## config.mk

```make
export PLATFORM = sky130hd
export DESIGN_NAME = gecko_load_store_sequencer
export DESIGN_NICKNAME = d
export VERILOG_FILES = /design/src/rtl/gecko_load_store_sequencer_pkg.sv /design/src/rtl/gecko_load_store_sequencer_tag_fifo.sv /design/src/rtl/gecko_load_store_sequencer.sv
export SDC_FILE = /design/constraint.sdc
export NUM_CORES = 1
export LEC_CHECK = 0
export ABC_AREA = 1
export ABC_CLOCK_PERIOD_IN_PS = 2200
export CORE_ASPECT_RATIO = 1.2
export CORE_MARGIN = 1.5
export CORE_UTILIZATION = 43
export DETAILED_ROUTE_END_ITERATION = 12
export GPL_TIMING_DRIVEN = 0
export PLACE_DENSITY_LB_ADDON = 0.25
export SLEW_MARGIN = 20
export SYNTH_ARGS = -nofsm -noshare
export SYNTH_HDL_FRONTEND = slang
export SYNTH_SLANG_ARGS = --single-unit
```

## constraint.sdc

```tcl
create_clock -name clk -period 2.2 [get_ports clk]
set_input_delay 0.33 -clock clk [delete_from_list [all_inputs] [get_ports clk]]
set_output_delay 0.33 -clock clk [all_outputs]
set_load 0.005 [all_outputs]
```

## src/rtl/gecko_load_store_sequencer_pkg.sv

```systemverilog
// Shared types and lane helpers for the gecko load/store sequencer: load tags,
// memory request bundle, misalignment detection and store/load lane alignment.
package gecko_load_store_sequencer_pkg;

  typedef logic [4:0] rv32_reg_addr_t;
  typedef logic [1:0] gecko_byte_offset_t;

  typedef enum logic [2:0] {
    RV32I_FUNCT3_LS_B  = 3'b000,
    RV32I_FUNCT3_LS_H  = 3'b001,
    RV32I_FUNCT3_LS_W  = 3'b010,
    RV32I_FUNCT3_LS_BU = 3'b100,
    RV32I_FUNCT3_LS_HU = 3'b101
  } rv32i_funct3_ls_t;

  typedef struct packed {
    rv32_reg_addr_t     rd_addr;
    gecko_byte_offset_t offset;
    rv32i_funct3_ls_t   op;
  } gecko_load_tag_t;

  typedef struct packed {
    logic [31:0] addr;
    logic        we;
    logic [3:0]  mask;
    logic [31:0] wdata;
  } gecko_mem_request_t;

  // Undefined funct3 encodings fall through to byte width everywhere below.
  function automatic logic gecko_is_misaligned(gecko_byte_offset_t addr,
                                               rv32i_funct3_ls_t op);
    case (op)
      RV32I_FUNCT3_LS_H, RV32I_FUNCT3_LS_HU: return addr[0];
      RV32I_FUNCT3_LS_W:                     return addr != 2'b00;
      default:                               return 1'b0;
    endcase
  endfunction

  function automatic gecko_mem_request_t gecko_get_store_result(logic [31:0] addr,
                                                                rv32i_funct3_ls_t op,
                                                                logic [31:0] value);
    gecko_mem_request_t req;
    req.addr = {addr[31:2], 2'b00};
    req.we   = 1'b1;
    case (op)
      RV32I_FUNCT3_LS_H, RV32I_FUNCT3_LS_HU: begin
        req.mask  = 4'b0011 << addr[1:0];
        req.wdata = {16'h0, value[15:0]} << {addr[1:0], 3'b000};
      end
      RV32I_FUNCT3_LS_W: begin
        req.mask  = 4'b1111;
        req.wdata = value;
      end
      default: begin
        req.mask  = 4'b0001 << addr[1:0];
        req.wdata = {24'h0, value[7:0]} << {addr[1:0], 3'b000};
      end
    endcase
    return req;
  endfunction

  function automatic logic [31:0] gecko_get_load_result(logic [31:0] data,
                                                        gecko_byte_offset_t offset,
                                                        rv32i_funct3_ls_t op);
    logic [31:0] lane;
    lane = data >> {offset, 3'b000};
    case (op)
      RV32I_FUNCT3_LS_H:  return {{16{lane[15]}}, lane[15:0]};
      RV32I_FUNCT3_LS_HU: return {16'h0, lane[15:0]};
      RV32I_FUNCT3_LS_W:  return lane;
      RV32I_FUNCT3_LS_BU: return {24'h0, lane[7:0]};
      default:            return {{24{lane[7]}}, lane[7:0]};
    endcase
  endfunction

endpackage

```

## src/rtl/gecko_load_store_sequencer_tag_fifo.sv

```systemverilog
// In-order tag FIFO for outstanding loads; depth must be a power of two so the
// pointers wrap naturally.
module gecko_load_tag_fifo
  import gecko_load_store_sequencer_pkg::*;
#(
  parameter int DEPTH = 4
) (
  input  logic                   clk,
  input  logic                   rst_n,
  input  logic                   push,
  input  gecko_load_tag_t        push_tag,
  input  logic                   pop,
  output gecko_load_tag_t        pop_tag,
  output logic                   empty,
  output logic [$clog2(DEPTH):0] count
);

  localparam int PTR_W = $clog2(DEPTH);

  gecko_load_tag_t  mem_q [DEPTH];
  logic [PTR_W-1:0] wr_ptr_q, wr_ptr_d;
  logic [PTR_W-1:0] rd_ptr_q, rd_ptr_d;
  logic [PTR_W:0]   count_q, count_d;

  always_comb begin
    wr_ptr_d = wr_ptr_q + PTR_W'(push);
    rd_ptr_d = rd_ptr_q + PTR_W'(pop);
    count_d  = count_q;
    case ({push, pop})
      2'b10:   count_d = count_q + 1'b1;
      2'b01:   count_d = count_q - 1'b1;
      default: count_d = count_q;
    endcase
    pop_tag = mem_q[rd_ptr_q];
    empty   = (count_q == '0);
    count   = count_q;
  end

  always_ff @(posedge clk or negedge rst_n) begin
    if (!rst_n) begin
      wr_ptr_q <= '0;
      rd_ptr_q <= '0;
      count_q  <= '0;
    end else begin
      wr_ptr_q <= wr_ptr_d;
      rd_ptr_q <= rd_ptr_d;
      count_q  <= count_d;
    end
  end

  always_ff @(posedge clk) begin
    if (push) mem_q[wr_ptr_q] <= push_tag;
  end

endmodule

```

## src/rtl/gecko_load_store_sequencer.sv

```systemverilog
// Load/store sequencer between execute and a single in-order data-memory port:
// one request register, a tag FIFO for outstanding loads and one writeback register.
module gecko_load_store_sequencer
  import gecko_load_store_sequencer_pkg::*;
#(
  parameter int MAX_LOADS = 4
) (
  input  logic        clk,
  input  logic        rst_n,
  input  logic        cmd_valid,
  output logic        cmd_ready,
  input  logic        cmd_store,
  input  logic [2:0]  cmd_funct3,
  input  logic [31:0] cmd_addr,
  input  logic [31:0] cmd_value,
  input  logic [4:0]  cmd_rd_addr,
  output logic        mem_req_valid,
  input  logic        mem_req_ready,
  output logic [31:0] mem_req_addr,
  output logic        mem_req_we,
  output logic [3:0]  mem_req_mask,
  output logic [31:0] mem_req_wdata,
  input  logic        mem_rsp_valid,
  output logic        mem_rsp_ready,
  input  logic [31:0] mem_rsp_data,
  output logic        wb_valid,
  input  logic        wb_ready,
  output logic [4:0]  wb_rd_addr,
  output logic [31:0] wb_rd_value,
  output logic        fault_valid,
  output logic [31:0] fault_addr,
  output logic        idle
);

  localparam int               CNT_W   = $clog2(MAX_LOADS) + 1;
  localparam logic [CNT_W-1:0] MAX_CNT = CNT_W'(MAX_LOADS);

  logic [CNT_W-1:0]   tag_count;
  logic               fifo_empty;
  gecko_load_tag_t    push_tag, pop_tag;
  logic               tag_push, tag_pop;
  rv32i_funct3_ls_t   cmd_op;
  logic               cmd_misaligned, cmd_fire, cmd_issue, rsp_fire;
  gecko_mem_request_t store_req;

  logic               mem_req_valid_q, mem_req_valid_d;
  gecko_mem_request_t mem_req_q, mem_req_d;
  logic               wb_valid_q, wb_valid_d;
  rv32_reg_addr_t     wb_rd_addr_q, wb_rd_addr_d;
  logic [31:0]        wb_rd_value_q, wb_rd_value_d;
  logic               fault_valid_q, fault_valid_d;
  logic [31:0]        fault_addr_q, fault_addr_d;

  always_comb begin
    cmd_op         = rv32i_funct3_ls_t'(cmd_funct3);
    cmd_misaligned = gecko_is_misaligned(cmd_addr[1:0], cmd_op);
    // Registered tag_count only: a tag retiring this cycle frees its slot next cycle.
    cmd_ready      = (!mem_req_valid_q || mem_req_ready) && (cmd_store || tag_count < MAX_CNT);
    cmd_fire       = cmd_valid && cmd_ready;
    cmd_issue      = cmd_fire && !cmd_misaligned;
    tag_push       = cmd_issue && !cmd_store;
    push_tag       = '{rd_addr: cmd_rd_addr, offset: cmd_addr[1:0], op: cmd_op};
    store_req      = gecko_get_store_result(cmd_addr, cmd_op, cmd_value);

    mem_rsp_ready  = !wb_valid_q || wb_ready;
    rsp_fire       = mem_rsp_valid && mem_rsp_ready && !fifo_empty;
    tag_pop        = rsp_fire;

    mem_req_valid_d = mem_req_valid_q;
    mem_req_d       = mem_req_q;
    if (cmd_issue) begin
      mem_req_valid_d = 1'b1;
      if (cmd_store) mem_req_d = store_req;
      else mem_req_d = '{addr: {cmd_addr[31:2], 2'b00}, we: 1'b0, mask: 4'b0000, wdata: 32'h0};
    end else if (mem_req_ready) begin
      mem_req_valid_d = 1'b0;
    end

    wb_valid_d    = wb_valid_q;
    wb_rd_addr_d  = wb_rd_addr_q;
    wb_rd_value_d = wb_rd_value_q;
    if (rsp_fire) begin
      wb_valid_d    = 1'b1;
      wb_rd_addr_d  = pop_tag.rd_addr;
      wb_rd_value_d = gecko_get_load_result(mem_rsp_data, pop_tag.offset, pop_tag.op);
    end else if (wb_ready) begin
      wb_valid_d = 1'b0;
    end

    fault_valid_d = cmd_fire && cmd_misaligned;
    fault_addr_d  = fault_valid_d ? cmd_addr : fault_addr_q;
  end

  always_ff @(posedge clk or negedge rst_n) begin
    if (!rst_n) begin
      mem_req_valid_q <= 1'b0;
      mem_req_q       <= '0;
      wb_valid_q      <= 1'b0;
      wb_rd_addr_q    <= '0;
      wb_rd_value_q   <= '0;
      fault_valid_q   <= 1'b0;
      fault_addr_q    <= '0;
    end else begin
      mem_req_valid_q <= mem_req_valid_d;
      mem_req_q       <= mem_req_d;
      wb_valid_q      <= wb_valid_d;
      wb_rd_addr_q    <= wb_rd_addr_d;
      wb_rd_value_q   <= wb_rd_value_d;
      fault_valid_q   <= fault_valid_d;
      fault_addr_q    <= fault_addr_d;
    end
  end

  gecko_load_tag_fifo #(.DEPTH(MAX_LOADS)) u_tag_fifo (
    .clk      (clk),
    .rst_n    (rst_n),
    .push     (tag_push),
    .push_tag (push_tag),
    .pop      (tag_pop),
    .pop_tag  (pop_tag),
    .empty    (fifo_empty),
    .count    (tag_count)
  );

  assign mem_req_valid = mem_req_valid_q;
  assign mem_req_addr  = mem_req_q.addr;
  assign mem_req_we    = mem_req_q.we;
  assign mem_req_mask  = mem_req_q.mask;
  assign mem_req_wdata = mem_req_q.wdata;
  assign wb_valid      = wb_valid_q;
  assign wb_rd_addr    = wb_rd_addr_q;
  assign wb_rd_value   = wb_rd_value_q;
  assign fault_valid   = fault_valid_q;
  assign fault_addr    = fault_addr_q;
  assign idle          = !mem_req_valid_q && (tag_count == '0) && !wb_valid_q;

  // A response with no outstanding tag has no destination and is dropped.
  a_rsp_has_tag: assert property (@(posedge clk) disable iff (!rst_n)
    !(mem_rsp_valid && fifo_empty));

endmodule

```

Word level (Yosys, flattened, before mapping). Memories as Yosys holds them, arrays and structs flattened. Cells that the tools add are included.

Add/sub/neg operators: 4. $lt $le $gt $ge: 1. Eq/ne operators: 9. Shift operators: 5. Multiplexer cells: 11. Reductions and logical operators: 23.

Operators with widths (count): $pmux W32 S4 (1); $pmux W36 S2 (1); $mux W37 (1); $shl A16 B5 Y32 (1); $shl A8 B5 Y32 (1); $shr A32 B5 Y32 (1); $eq A3 B3 Y1 const B (3); $logic_and A1 B1 Y1 (9); $reduce_bool A2 Y1 (4); $eq A3 B1 Y1 const B (2); $eq A3 B2 Y1 const B (2); $mux W1 (6); $pmux W3 S2 (1); $logic_not A1 Y1 (5); $add A2 B1 Y2 (2); $shl A1 B2 Y4 const A (1); $shl A2 B2 Y4 const A (1); $add A3 B1 Y3 const B (1); $logic_not A3 Y1 (1); $logic_or A1 B1 Y1 (3); $lt A3 B3 Y1 const B (1); $sub A3 B1 Y3 const B (1); $eq A2 B1 Y1 const B (1); $eq A2 B2 Y1 const B (1); other kinds (2) (2).

Register bits after elaboration: 148. Memory bits (writable): 40. Output and inout port bits: 144. Memories: 1.

Memory list: u_tag_fifo.mem_q (depth 4, width 10, rd ports 1, clocked after memory_dff 0, wr ports 1, line gecko_load_store_sequencer_tag_fifo.sv:20) `gecko_load_tag_t mem_q [DEPTH];`.

Logic depth before layout (Yosys ltp).
Word-level depth: 8. Gate-level depth with buffers: 14.

Cells and area by module. From an unflattened synthesis, not the netlist that was laid out.

Cells, all modules: 1047. Area total of the unflattened synthesis: 8718.4 µm².

By module, submodules not included: gecko_load_store_sequencer (instances 1, cells each 895, area an instance 6797.8 µm², sequential area each 3478.3 µm²); gecko_load_tag_fifo (instances 1, cells each 152, area an instance 1920.6 µm², sequential area each 1376.3 µm²).

Least setup slack after synthesis. No wires, ideal clock.

Path type: flip-flop to flip-flop. Start point: reg wb_valid_q (netlist: wb_valid). End point: reg u_tag_fifo.count_q[2] (netlist: u_tag_fifo.count[2]). Library setup time: 131 ps. Arrival time: 2099 ps. Data required time: 2069 ps. Path slack: -30 ps. Stages on the path, launching flop included: 11. Buffers on the path: 1. Clock period less this slack: 2230 ps. Path through: dfrtp_1 > nand2_1 > nand3_1 > inv_2 > buf_2 > ha_1 > inv_1 > fa_1 > a21oi_1 > o21ai_0 > xor2_1.

Cells in the longest elaborated chain, start to end: 6. Elaborated cells between the ends (all ways): 8. Classes of those cells: 2 x eq/ne; 1 x mux; 5 x reduce/logical.

Ends and longest elaborated chain: start: declaration (line gecko_load_store_sequencer.sv:48) `logic wb_valid_q, wb_valid_d;`; start signal: assignment (line gecko_load_store_sequencer.sv:106) `wb_valid_q <= wb_valid_d;`; $logic_not A1 Y1 * (line gecko_load_store_sequencer.sv:65) `mem_rsp_ready = !wb_valid_q || wb_ready;`; $logic_or A1 B1 Y1 * (line gecko_load_store_sequencer.sv:65); net mem_rsp_ready (line gecko_load_store_sequencer.sv:24) `output logic mem_rsp_ready,`; $logic_and A1 B1 Y1 * (2 in series) (line gecko_load_store_sequencer.sv:66) `rsp_fire = mem_rsp_valid && mem_rsp_ready && !fifo_empty;`; net rsp_fire (line gecko_load_store_sequencer.sv:43) `logic cmd_misaligned, cmd_fire, cmd_issue, rsp_fire;`; $eq A2 B1 Y1 or $eq A2 B2 Y1 (tied branches) (line gecko_load_store_sequencer_tag_fifo.sv:29) `case ({push, pop})`; $pmux W3 S2 or $reduce_bool A2 Y1 (tied branches); end signal: assignment (line gecko_load_store_sequencer_tag_fifo.sv:47) `count_q <= count_d;`; end: declaration (line gecko_load_store_sequencer_tag_fifo.sv:23) `logic [PTR_W:0] count_q, count_d;`.

Mark *: on every way through the listed nets, which the timed path passes. The rest lies on a longest branch. A chain may end at the register's enable or synchronous reset.

Worst setup path in the final report.
Start point: reg u_tag_fifo.count_q[0] (netlist: u_tag_fifo.count[0]). End point: out idle.

Cells in the longest elaborated chain, start to end: 3.

Ends and longest elaborated chain: $logic_not A3 Y1 (line gecko_load_store_sequencer.sv:135) `assign idle = !mem_req_valid_q && (tag_count == '0) && !wb_valid_q;`; $logic_and A1 B1 Y1 (2 in series) (line gecko_load_store_sequencer.sv:135); end: declaration (line gecko_load_store_sequencer.sv:32) `output logic idle`.

Every way passes these cells.

==> summary.txt <==
Timing
  • Fmax achieved: roughly 480 MHz
  • Setup violations, final: 0
  • Fin crit share: 0.953
  • Pins over their slew limit: 0
  • RSZ-0062 raised after global routing: yes
  • Layout Skew: ~13 ps
  • Slew @ Worst Pin: about 840 ps
  • Final hold vios: 0
  • Time the worst path needs with I/O delays and setup: about 2100 ps
  • Rel. slew slack: 0.434
  • TNS Setup: 0 ps

Critical path
  • Critical Path AT: between 1500 and 2000 ps
  • R2R Setup Slk: roughly 140 ps
  • Crit-path max FO: 2
  • FF-to-FF End: u_tag_fifo.mem_q[2][0]$_DFFE_PP_
  • CP Launch Type: flip-flop
  • Element type at the critical path end: output port
  • Crit path kind: flip-flop to output port
  • Reg-to-Reg Start: u_tag_fifo.count[2]$_DFFE_PN0P_
  • Reg2Reg Depth: 9
  • Req. time, crit path: between 1500 and 2000 ps

Synth
  • Post-synthesis instance total: between 900 and 1000
  • Mapped cell area: around 0.0085 sq mm
  • Sequential area share after synthesis: 0.572
  • Syn Area/Cell: around 9 sq um
  • Synth async-reset ratio: 0.785
  • Synth Flop Type: dfrtp_1
  • Syn. warnings: 0
  • EDFF count, synth: 40
  • Dominant cell type by area after synthesis: dfrtp_1
  • Yosys top cell area share: 0.431
  • Distinct cells, synth: 34
  • Synth top area cells: dfrtp_1 43%, edfxtp_1 14%, nand2_1 13%
  • FF+latch count, synth: 186

Place
  • Final Wtd Congestion: roughly 1
  • DP HPWL: around 18 mm
  • Area of placed instances: between 0.01 and 0.015 sq mm
  • Buffers on Ports: 252

Drt
  • Drt drc: 0
  • Vias post-DR: roughly 7500
  • Final WL: ~24 mm
  • ANT nets after route: 0
  • Routed WL per cell: 16.2 microns
  • Drt pass-1 iters: 5
  • Initial drt markers: 482
  • Vias/cell: 4.98

Power
  • Max IR drop VDD: roughly 0.68 mV
  • Comb pwr share: 0.446
  • Sw frac: 0.367
  • Ratio of total power to cell area: 1230 mW/mm^2
  • Clock power frac: 0.206
  • Internal power: roughly 9.5 mW
  • Leak Pwr: 5.49 nW
  • NetSw: 5.50 mW
  • Sequential share of power: 0.348

Global route
  • Global-route track usage on met1: 0.273
  • GR Overflow Total: 0
  • Vias in the first global route: 7486
  • Largest net degree at the start of global routing: 89
  • All-Layer GR Usage: 0.240
  • Initial antenna violation count: 1
  • GR peak layer: met2
  • First-pass GRT wire length: 38.5 mm
  • GRT met2 Usage: 0.421
  • Met3 usage: 0.0671

Clock tree
  • Maximum clock path buffer count: 2
  • Root Driver: clkbuf_16
  • # H-tree levels: 4
  • Cts bufs inserted: 17
  • Clock transition at the registers of the reported paths: around 70 ps
  • Clk_lat worst skew: ~430 ps
  • CTS sink cnt: 186
  • TritonCTS clock tree: built

Die
  • Row count: 56
  • Die Y: approximately 160 microns
  • Starting Density: 0.436
  • Core area: between 0.015 and 0.02 sq mm
  • I/O pin cnt: approximately 260
  • Die Wd: around 130 microns
  • Die ar.: between 0.02 and 0.025 sq mm

Cells and area
  • Number of fill cells: about 1700
  • Commonest non-fill, non-tap cells in the layout: 281 x nand2_1, 246 x clkdlybuf4s50_1, 146 x dfrtp_1
  • Share of post-route cells with drive strength above 1: 0.128
  • Area Overhead vs Synth: 42.9%
  • Design area: about 0.012 sq mm
  • Final core utilization: 0.623
  • Final nets: 1349
  • Most common cell after layout, fill and taps aside: nand2_1

Worst hold path
  • Hold Path Class: primary input to flip-flop
  • Hold Path Origin: cmd_funct3[0]
  • Hold endpoint: u_tag_fifo.mem_q[2][0]$_DFFE_PP_
  • Hold path depth: 1

Job
  • Max Cap Viol: 0

Status
  • Outcome: finished, final reports clean
-- per-stage QoR --
step | hold slack [ps] | total power, mW | worst slack [ps] | cells
2_1_floorplan | 34.4 | 8.61 | 51.6 | 951
3_3_place_gp | 458 | 11.7 | -5380 | 1464
3_5_place_dp | 397 | 11.9 | -1020 | 1468
4_1_cts | 293 | 15.0 | 2.25 | 1506
5_1_grt | 308 | 16.0 | -26.6 | 1509
6_report | 318 | 15.0 | 103 | 1509
-- power by group through the flow --
stage / Combinational [mW] / Sequential [mW] / Clock (mW)
after floorplan: 3.35 / 5.26 / 0
after global placement: 6.48 / 5.23 / 0
after detailed placement: 6.60 / 5.25 / 0
after CTS: 6.68 / 5.20 / 3.16
after global routing: 7.36 / 5.33 / 3.31
final: 6.67 / 5.20 / 3.09
-- layout make-up --
cell class,count,area (sq um),share of cell area
clock inverter,13,149,0.0123
inverter,75,284,0.0234
buffer,46,304,0.0251
tap,261,327,0.0269
multi-input combinational,643,3100,0.255
clock buffer,19,464,0.0383
antenna,1,2.50,0.000206
sequential,186,4850,0.400
timing repair buffer,265,2650,0.218
-- worst max-delay path by stage --
stage	endpoint	slack [ps]	cells past startpoint	from
global placement	fault_addr[5]$_DFFE_PN0P_	-5380	1	rst_n
global route	u_tag_fifo.mem_q[2][1]$_DFFE_PP_	-30	9	u_tag_fifo.count[2]$_DFFE_PN0P_
finish	idle	100	4	u_tag_fifo.count[0]$_DFFE_PN0P_
detailed placement	u_tag_fifo.count[2]$_DFFE_PN0P_	-1020	13	cmd_funct3[1]
floorplan	u_tag_fifo.mem_q[0][0]$_DFFE_PP_	50	9	mem_req_valid$_DFFE_PN0P_
CTS	u_tag_fifo.count[2]$_DFFE_PN0P_	2	11	u_tag_fifo.count[0]$_DFFE_PN0P_
-- state kept, by name, indices dropped and copies added (netlist names), 3 cells and up --
| name | cells |
|---|---|
| wb_rd_value | 32 |
| u_tag_fifo.count | 3 |
| mem_req_mask | 4 |
| mem_req_wdata | 32 |
| mem_req_addr | 30 |
| wb_rd_addr | 5 |
| fault_addr | 32 |
| u_tag_fifo.mem_q | 40 |
-- Yosys cell counts (2+ instances only) --
library cell    n
nand2_1       283
a21oi_1         3
a22oi_1        24
o21ai_1        43
nor3_1          5
inv_1          66
clkbuf_1       11
inv_2           9
edfxtp_1       40
a31oi_1         6
nor2_1         80
ha_1            3
nand3_2         7
buf_6           8
buf_2          16
nand2_4         3
o21ai_0        83
buf_4           8
buf_1           2
nand2_2         3
nand3_1        35
o22ai_1         9
buf_8           2
dfrtp_1       146
xor2_1          3
nor2_2         44
-- worst max-delay path, stage by stage (launching register included) --
cell             delay [ps]
dfrtp_1                 400
inv_1                   120
nand3_2                 150
nor3_1                  160
clkdlybuf4s50_1         530
-- layer usage --
layer | vias to the layer above | wire (microns) | part of all wire
li1 | 3648 | - | -
met1 | 3454 | 9360 | 0.38
met2 | 347 | 12400 | 0.51
met3 | 63 | 1900 | 0.078
met4 | 0 | 809 | 0.033
met5 | - | 0 | 0
-- logic make-up after synthesis --
kind of cell	after synthesis	share of synthesized area
other cells	1	0.000442
fa+ha+maj	4	0.00679
simple gates	464	0.237
xor+xnor	4	0.00413
compound gates	169	0.109
flops	186	0.572
buf+inv	122	0.0696
-- what timing repair did --
action                                  in CTS  in global routing
endpoints found under the setup margin      37                 12
pin swaps                                    3                  1
endpoints found under the hold margin       87                  0
gates resized for setup                     15                  4
buffers inserted                             5                  3
hold buffers                                 1                  0
Power figures use the tool's default switching activity.
